==> src/rtl/regfile_wb.sv <==
// 32x32 register file with a writeback port, a JAL link port, write-through reads
// and a per-register busy scoreboard that raises stall on RAW hazards.
module regfile_wb (
    input  logic        clk,
    input  logic        rst_n,
    input  logic        RegWrite,
    input  logic [4:0]  wAddr,
    input  logic [31:0] wDin,
    input  logic        jal_wr,
    input  logic [31:0] link_pc,
    input  logic [4:0]  rs1_addr,
    input  logic [4:0]  rs2_addr,
    output logic [31:0] rs1_data,
    output logic [31:0] rs2_data,
    input  logic        issue_valid,
    input  logic [4:0]  issue_rd,
    output logic        stall
);

    localparam int unsigned XLEN = 32;
    localparam int unsigned NREG = 32;
    localparam int unsigned AW   = 5;
    localparam logic [AW-1:0] LINK_REG = AW'(31);

    logic [XLEN-1:0] regs [NREG];
    logic [NREG-1:0] busy;
    logic [NREG-1:0] busy_next;
    logic            mask_q;

    logic            alu_we;
    logic            alu_hit1;
    logic            alu_hit2;
    logic            jal_hit1;
    logic            jal_hit2;
    logic            pend1;
    logic            pend2;
    logic            hazard;
    logic            accept;
    logic            hide;
    logic [XLEN-1:0] rd1;
    logic [XLEN-1:0] rd2;
    logic [NREG-1:0] clr_mask;
    logic [NREG-1:0] set_mask;

    // The link write owns r31 when both ports target it.
    assign alu_we = RegWrite && (wAddr != '0) && !(jal_wr && (wAddr == LINK_REG));

    // Write-port address matches used by both bypass and hazard clearing
    always_comb begin
        alu_hit1 = RegWrite && (rs1_addr != '0) && (wAddr == rs1_addr);
        alu_hit2 = RegWrite && (rs2_addr != '0) && (wAddr == rs2_addr);
        jal_hit1 = jal_wr && (rs1_addr == LINK_REG);
        jal_hit2 = jal_wr && (rs2_addr == LINK_REG);
    end

    // Write-through read muxes
    always_comb begin
        rd1 = '0;
        rd2 = '0;
        if (rs1_addr != '0) begin
            if (jal_hit1) begin
                rd1 = link_pc;
            end else if (alu_hit1) begin
                rd1 = wDin;
            end else begin
                rd1 = regs[rs1_addr];
            end
        end
        if (rs2_addr != '0) begin
            if (jal_hit2) begin
                rd2 = link_pc;
            end else if (alu_hit2) begin
                rd2 = wDin;
            end else begin
                rd2 = regs[rs2_addr];
            end
        end
    end

    // A busy source stalls unless its producer is writing back right now.
    always_comb begin
        pend1  = (rs1_addr != '0) && busy[rs1_addr] && !alu_hit1 && !jal_hit1;
        pend2  = (rs2_addr != '0) && busy[rs2_addr] && !alu_hit2 && !jal_hit2;
        hazard = pend1 || pend2;
        accept = issue_valid && !hazard && (issue_rd != '0);
    end

    // Busy update: clear on writeback, then set on accept so the newer producer wins.
    always_comb begin
        clr_mask = '0;
        set_mask = '0;
        if (RegWrite && (wAddr != '0)) begin
            clr_mask[wAddr] = 1'b1;
        end
        if (jal_wr) begin
            clr_mask[LINK_REG] = 1'b1;
        end
        if (accept) begin
            set_mask[issue_rd] = 1'b1;
        end
        busy_next    = (busy & ~clr_mask) | set_mask;
        busy_next[0] = 1'b0;
    end

    // Outputs are held at zero while in reset and for one cycle afterwards.
    assign hide     = !rst_n || mask_q;
    assign rs1_data = hide ? '0 : rd1;
    assign rs2_data = hide ? '0 : rd2;
    assign stall    = hide ? 1'b0 : hazard;

    always_ff @(posedge clk) begin
        if (!rst_n) begin
            for (int i = 0; i < int'(NREG); i++) begin
                regs[i] <= '0;
            end
            busy   <= '0;
            mask_q <= 1'b1;
        end else begin
            mask_q <= 1'b0;
            busy   <= busy_next;
            if (alu_we) begin
                regs[wAddr] <= wDin;
            end
            if (jal_wr) begin
                regs[LINK_REG] <= link_pc;
            end
        end
    end

endmodule

==> config.mk <==
export PLATFORM = sky130hd
export DESIGN_NAME = regfile_wb
export DESIGN_NICKNAME = d
export VERILOG_FILES = /design/src/rtl/regfile_wb.sv
export SDC_FILE = /design/constraint.sdc
export NUM_CORES = 2
export LEC_CHECK = 0
export CAP_MARGIN = 20
export CORE_MARGIN = 2
export CORE_UTILIZATION = 25
export DETAILED_ROUTE_END_ITERATION = 7
export PLACE_DENSITY = 0.51
export SYNTH_ARGS = -nofsm -noshare
export SYNTH_HDL_FRONTEND = slang
export SYNTH_SLANG_ARGS = --single-unit
==> constraint.sdc <==
create_clock -name clk -period 5.51 [get_ports clk]
set_input_delay 0.551 -clock clk [delete_from_list [all_inputs] [get_ports clk]]
set_output_delay 0.551 -clock clk [all_outputs]
set_load 0.1 [all_outputs]
# --- Yosys cells after proc, flatten, opt, wreduce, memory -nomap -nowiden ---
# Memories as Yosys holds them, arrays and structs flattened.
# Cells that the tools add are included.
totals:
  ram_bits: 1024
  latchBits: 0
  inputBits: 89
  wordCells: 83
  out_inout_bits: 65
  regBits: 33
  mem_count: 1
  romBits: 0
classes:
  n_lt_le_gt_ge: 6
  muxes: 31
  eq_ne: 5
  n_addsub: 0
  div: 0
  n_mul: 0
  n_reduce_logical: 33
  n_bitwise: 4
  shifts: 0
mem_list:
  columns: ["name", "depth", "word_bits", "read_ports", "rd_clocked_by_memory_dff", "wr", "line", "source"]
  rows:
  - ["regs", 32, 32, 2, 0, 32, "25", "logic [XLEN-1:0] regs [NREG];"]
op_table:
  columns: ["op", "count"]
  rows:
  - ["32-bit 2-to-1 mux", 12]
  - ["32-bit bitwise AND", 1]
  - ["32-bit inverter", 1]
  - ["32-bit OR", 1]
  - ["32-bit OR reduction", 1]
  - ["5-bit by 6-bit less-than comparator with 1-bit output, second input constant", 4]
  - ["5-bit nonzero test", 4]
  - ["1-bit logical AND", 19]
  - ["5-bit == test, second input constant", 3]
  - ["1-bit 2-to-1 mux", 14]
  - ["1-bit binary-select mux with 5-bit select", 2]
  - ["1-bit demux with 5-bit select", 2]
  - ["5-bit == test", 2]
  - ["5-bit by 1-bit greater-or-equal comparator with 1-bit output, second input constant", 2]
  - ["1-bit logical NOT", 7]
  - ["5-bit 2-to-1 mux", 1]
  - ["1-bit logical OR", 2]
  - ["1-bit OR", 1]

# --- Logic depth before layout (Yosys ltp) ---
logic_depth:
  ltp_word: 12
  depth_mapped: 9
  mapped_depth_nobuf: 6

# --- Worst setup path after synthesis ---
# Ideal clock, no wire load.
synth_timing:
  path_kind: "input port to output port"
  from: "in rs1_addr[1]"
  to: "out rs1_data[21]"
  required_time_ps: 4959
  n_path_buf: 4
  t_arrival_ps: 4147
  path_slack_ps: 812
  cell_stages: 9
  cell_sequence: "buf_2 -> buf_2 -> clkbuf_1 -> clkbuf_1 -> mux4_2 -> mux2i_1 -> a22oi_1 -> nand2_1 -> o21ai_0"
synth_via:
  elab_chain_len: 7
  elab_cells_between_ends: 11
  classes_between: "eq/ne (2); mux (4); reduce/logical (4); memory (1)"
synth_rtl:
  columns: ["item", "line", "source"]
  rows:
  - ["start: declaration", "11", "input logic [4:0] rs1_addr,"]
  - ["parallel branches: the longest is 5 deep, another holds memory 32 x 32 bit", null, null]
  - ["32-bit 2-to-1 mux (*)", "60", "if (rs1_addr != '0) begin"]
  - ["32-bit 2-to-1 mux (*)", "107", "assign rs1_data = hide ? '0 : rd1;"]
  - ["end: declaration", "13", "output logic [31:0] rs1_data,"]
# Mark *: on every way between the ends.

# --- Worst setup path after layout ---
layout_timing:
  from: "in wAddr[3]"
  to: "out rs2_data[3]"
layout_via:
  elab_chain_len: 6
layout_rtl:
  columns: ["item", "line", "source"]
  rows:
  - ["start: declaration", "7", "input logic [4:0] wAddr,"]
  - ["5-bit == test", "51", "alu_hit2 = RegWrite && (rs2_addr != '0) && (wAddr == rs2_addr);"]
  - ["1-bit logical AND", "51", null]
  - ["32-bit 2-to-1 mux", "72", "end else if (alu_hit2) begin"]
  - ["32-bit 2-to-1 mux", "70", "if (jal_hit2) begin"]
  - ["32-bit 2-to-1 mux", "69", "if (rs2_addr != '0) begin"]
  - ["32-bit 2-to-1 mux", "108", "assign rs2_data = hide ? '0 : rd2;"]
  - ["end: declaration", "14", "output logic [31:0] rs2_data,"]
# No other way between the ends.

==> results_dict.tcl <==
set metrics [dict create \
    synthesis.area_um2 57240 \
    synthArstFlopShare_pct 0 \
    portBuffers 153 \
    cts_tree "yes" \
    status "completed" \
    cts.sinks 1056 \
    hpwl_mm 132.7 \
    grt_pass1_vias 36380 \
    min_period_ns 4.294 \
    ys_ff_latch 1056 \
    clock_skew_ns 0.008652 \
    fmax_mhz 232.9 \
    grt_max_degree 86 \
    drt_iter0_drc 5272 \
    synth_edf_count 1024 \
    critical_path.most_common_cell "buf_4" \
    ys.flop_type "edfxtp_1" \
    core_area_um2 227500 \
    hold_viol_final 0 \
    post_cts_buffers 0 \
    postCtsHoldBufs 0 \
    ctsLongestPathBuffers 3 \
    min_path_type "in2reg" \
    yosys_warnings 0 \
    power.leakage_uw 0.02247 \
    grt_pass1_wl_mm 304.6 \
    vias 36260 \
    grt_overflow_total 0 \
    endpoint_kind "output pin" \
    crit_path_top_delay_cell "and3_2" \
    die-area_um2 232800 \
    ys_seq_area_share_pct 54.84 \
    drive_above_1_share_pct 27.95 \
    place_congestion 0.8020 \
    syn_area_per_cell_um2 15.53 \
    postLayoutSetupSlackWorst_ns 1.216 \
    cts-root-buf "clkbuf_16" \
    drc 0 \
    critPathLaunchType "primary input" \
    antenna_found_initial 38 \
    crit_arrival_ns 3.74 \
    fillers 22450 \
    syn_to_final_growth_pct 17.27 \
    clk_pin_slew_ns 0.06 \
    worst_pin_slew_ns 1.177 \
    final_nets 3838 \
    relSlewSlack_pct 21.54 \
    critPathMaxStageDelay_ns 0.79 \
    synth_cell_types 51 \
    htree_levels 3 \
    dp_slack_ns 1.104 \
    placed_cell_area_um2 63260 \
    clk_latency_ns 0.76 \
    critPathKind "in2out" \
    io_pins 154 \
    ant_nets 0 \
    cp_max_fo 14 \
    cts_resized 0 \
    maxSlewViolCount 0 \
    drv_cap 0 \
    ir_worst_vdd_mv 0.2521 \
    finalSetupTns_ns 0 \
    period_share_pct 77.93 \
    setup_viol 0 \
    crit_chain "clkdlybuf4s50_1, xor2_1, nor4_1, and3_1, and3_2, buf_4, a22oi_1, o21ai_0, buf_4" \
    track_usage_pct 18.89 \
    rsz0062_at_grt "no" \
    netlist_instances 3686 \
    crit_required_ns 4.96 \
    start_util_pct 25.16 \
    fin_area_um2 67130 \
    routed_wl_mm 223.7 \
    power.density_nw_per_um2 296.3 \
    dieHeight_um 482.5 \
    rows 175 \
    firstDrtPassIters 6 \
    die_x_um 482.5 \
    cts_buffers 115 \
    wire_per_inst_um 32.60 \
    vias_per_cell 5.284 \
]
area by class of cell:
type / count / area, µm² / area share (%)
sequential: 1056 / 31390 / 46.76
multi-input combinational: 2243 / 24800 / 36.95
tap: 3009 / 3765 / 5.608
timing repair buffer: 329 / 3662 / 5.456
clock buffer: 160 / 3110 / 4.634
clock inverter: 47 / 349.1 / 0.5200
antenna: 14 / 35.03 / 0.05219
inverter: 4 / 15.01 / 0.02237
worst paths after layout:
check                 startpoint                  end  slack (ns)  cells after the start
max                     wAddr[3]          rs2_data[3]        1.22                      9
min                        rst_n       mask_q$_DFF_P_        0.39                      2
max reg2reg  busy[15]$_SDFF_PN0_   busy[3]$_SDFF_PN0_        3.21                      6
min reg2reg  busy[31]$_SDFF_PN0_  busy[31]$_SDFF_PN0_        0.50                      2
through the flow:
| step | util (%) | hold slack, ns | power [µW] | cells |
|---|---|---|---|---|
| floorplan | - | 0.4551 | 11330 | 3717 |
| global placement | 27.77 | 0.4775 | 12520 | 6622 |
| detailed placement | 27.81 | 0.4890 | 12560 | 6626 |
| CTS | 29.33 | 0.3152 | 19950 | 6833 |
| global route | 29.49 | 0.3620 | 20420 | 6850 |
| finish | 29.51 | 0.3851 | 19890 | 6862 |
critical path: cells and delay by family:
| family | cells | cell delay (ns) |
|---|---|---|
| and+or+nand+nor | 3 | 1.29 |
| AOI/OAI and AO/OA | 2 | 0.25 |
| buffers and inverters | 3 | 1.31 |
| xor gates and xnor gates | 1 | 0.26 |
cells in the mapped netlist (all sizes together), types with 2 or more instances:
| cell | n | share of area [%] |
|---|---|---|
| and2 | 932 | 10 |
| and3 | 38 | 0.42 |
| nand2b | 11 | 0.12 |
| a22o | 32 | 0.49 |
| nor2 | 34 | 0.22 |
| nand3b | 7 | 0.092 |
| nand2 | 58 | 0.38 |
| o31ai | 23 | 0.30 |
| nand3 | 14 | 0.12 |
| or3 | 3 | 0.033 |
| mux2 | 5 | 0.098 |
| nand4 | 2 | 0.022 |
| dfxtp | 32 | 1.1 |
| buf | 115 | 1.0 |
| nor2b | 8 | 0.087 |
| xor2 | 8 | 0.12 |
| inv | 4 | 0.026 |
| nor3 | 10 | 0.087 |
| xnor2 | 2 | 0.031 |
| edfxtp | 1024 | 54 |
| a22oi | 128 | 1.7 |
| mux2i | 164 | 2.9 |
| or2 | 3 | 0.033 |
| clkbuf | 299 | 2.0 |
| mux4 | 588 | 23 |
| nor4 | 2 | 0.022 |
| o41ai | 8 | 0.20 |
| o211ai | 27 | 0.35 |
| o21ai | 87 | 0.76 |
sequential cells by signal, indices dropped and copies added (netlist names):
name    flops
regs     1024
mask_q      1
busy       31
report_power, final:
| group | internal [µW] | switching, µW |
|---|---|---|
| sequential | 9250 | 217 |
| combinational | 1160 | 1800 |
| clock | 4100 | 3360 |
| total | 14500 | 5380 |
placed cells by master, fill, tap and decap left out, types with 27 or more instances in the layout:
cell             instances
a22oi_1                128
mux4_2                 588
o211ai_1                27
conb_1                  32
and3_1                  35
clkbuf_1                42
mux2i_1                164
buf_12                  51
dfxtp_1                 32
buf_4                  174
clkdlybuf4s50_1         79
and2_1                 929
edfxtp_1              1024
nand2_1                 56
clkbuf_16              124
a22o_1                  32
o21ai_0                 65
per-layer routing:
layer  track usage [%]  share of wire (%)
met5                 0              0.015
met4             4.499                2.4
met3             3.741                8.6
met2             29.24                 46
met1             27.13                 43
kinds of logic (layout without fill, tap and decap cells):
family	after synthesis	in the layout	synth area share, %
simple gates	1127	1127	11.90
flops	1056	1056	54.84
mux	757	757	26.10
buf+inv	418	540	3.023
compound gates	317	317	3.985
xor+xnor	10	10	0.1530
other cells	1	46	0.006551
No activity file was read; power rests on OpenSTA's default activity.
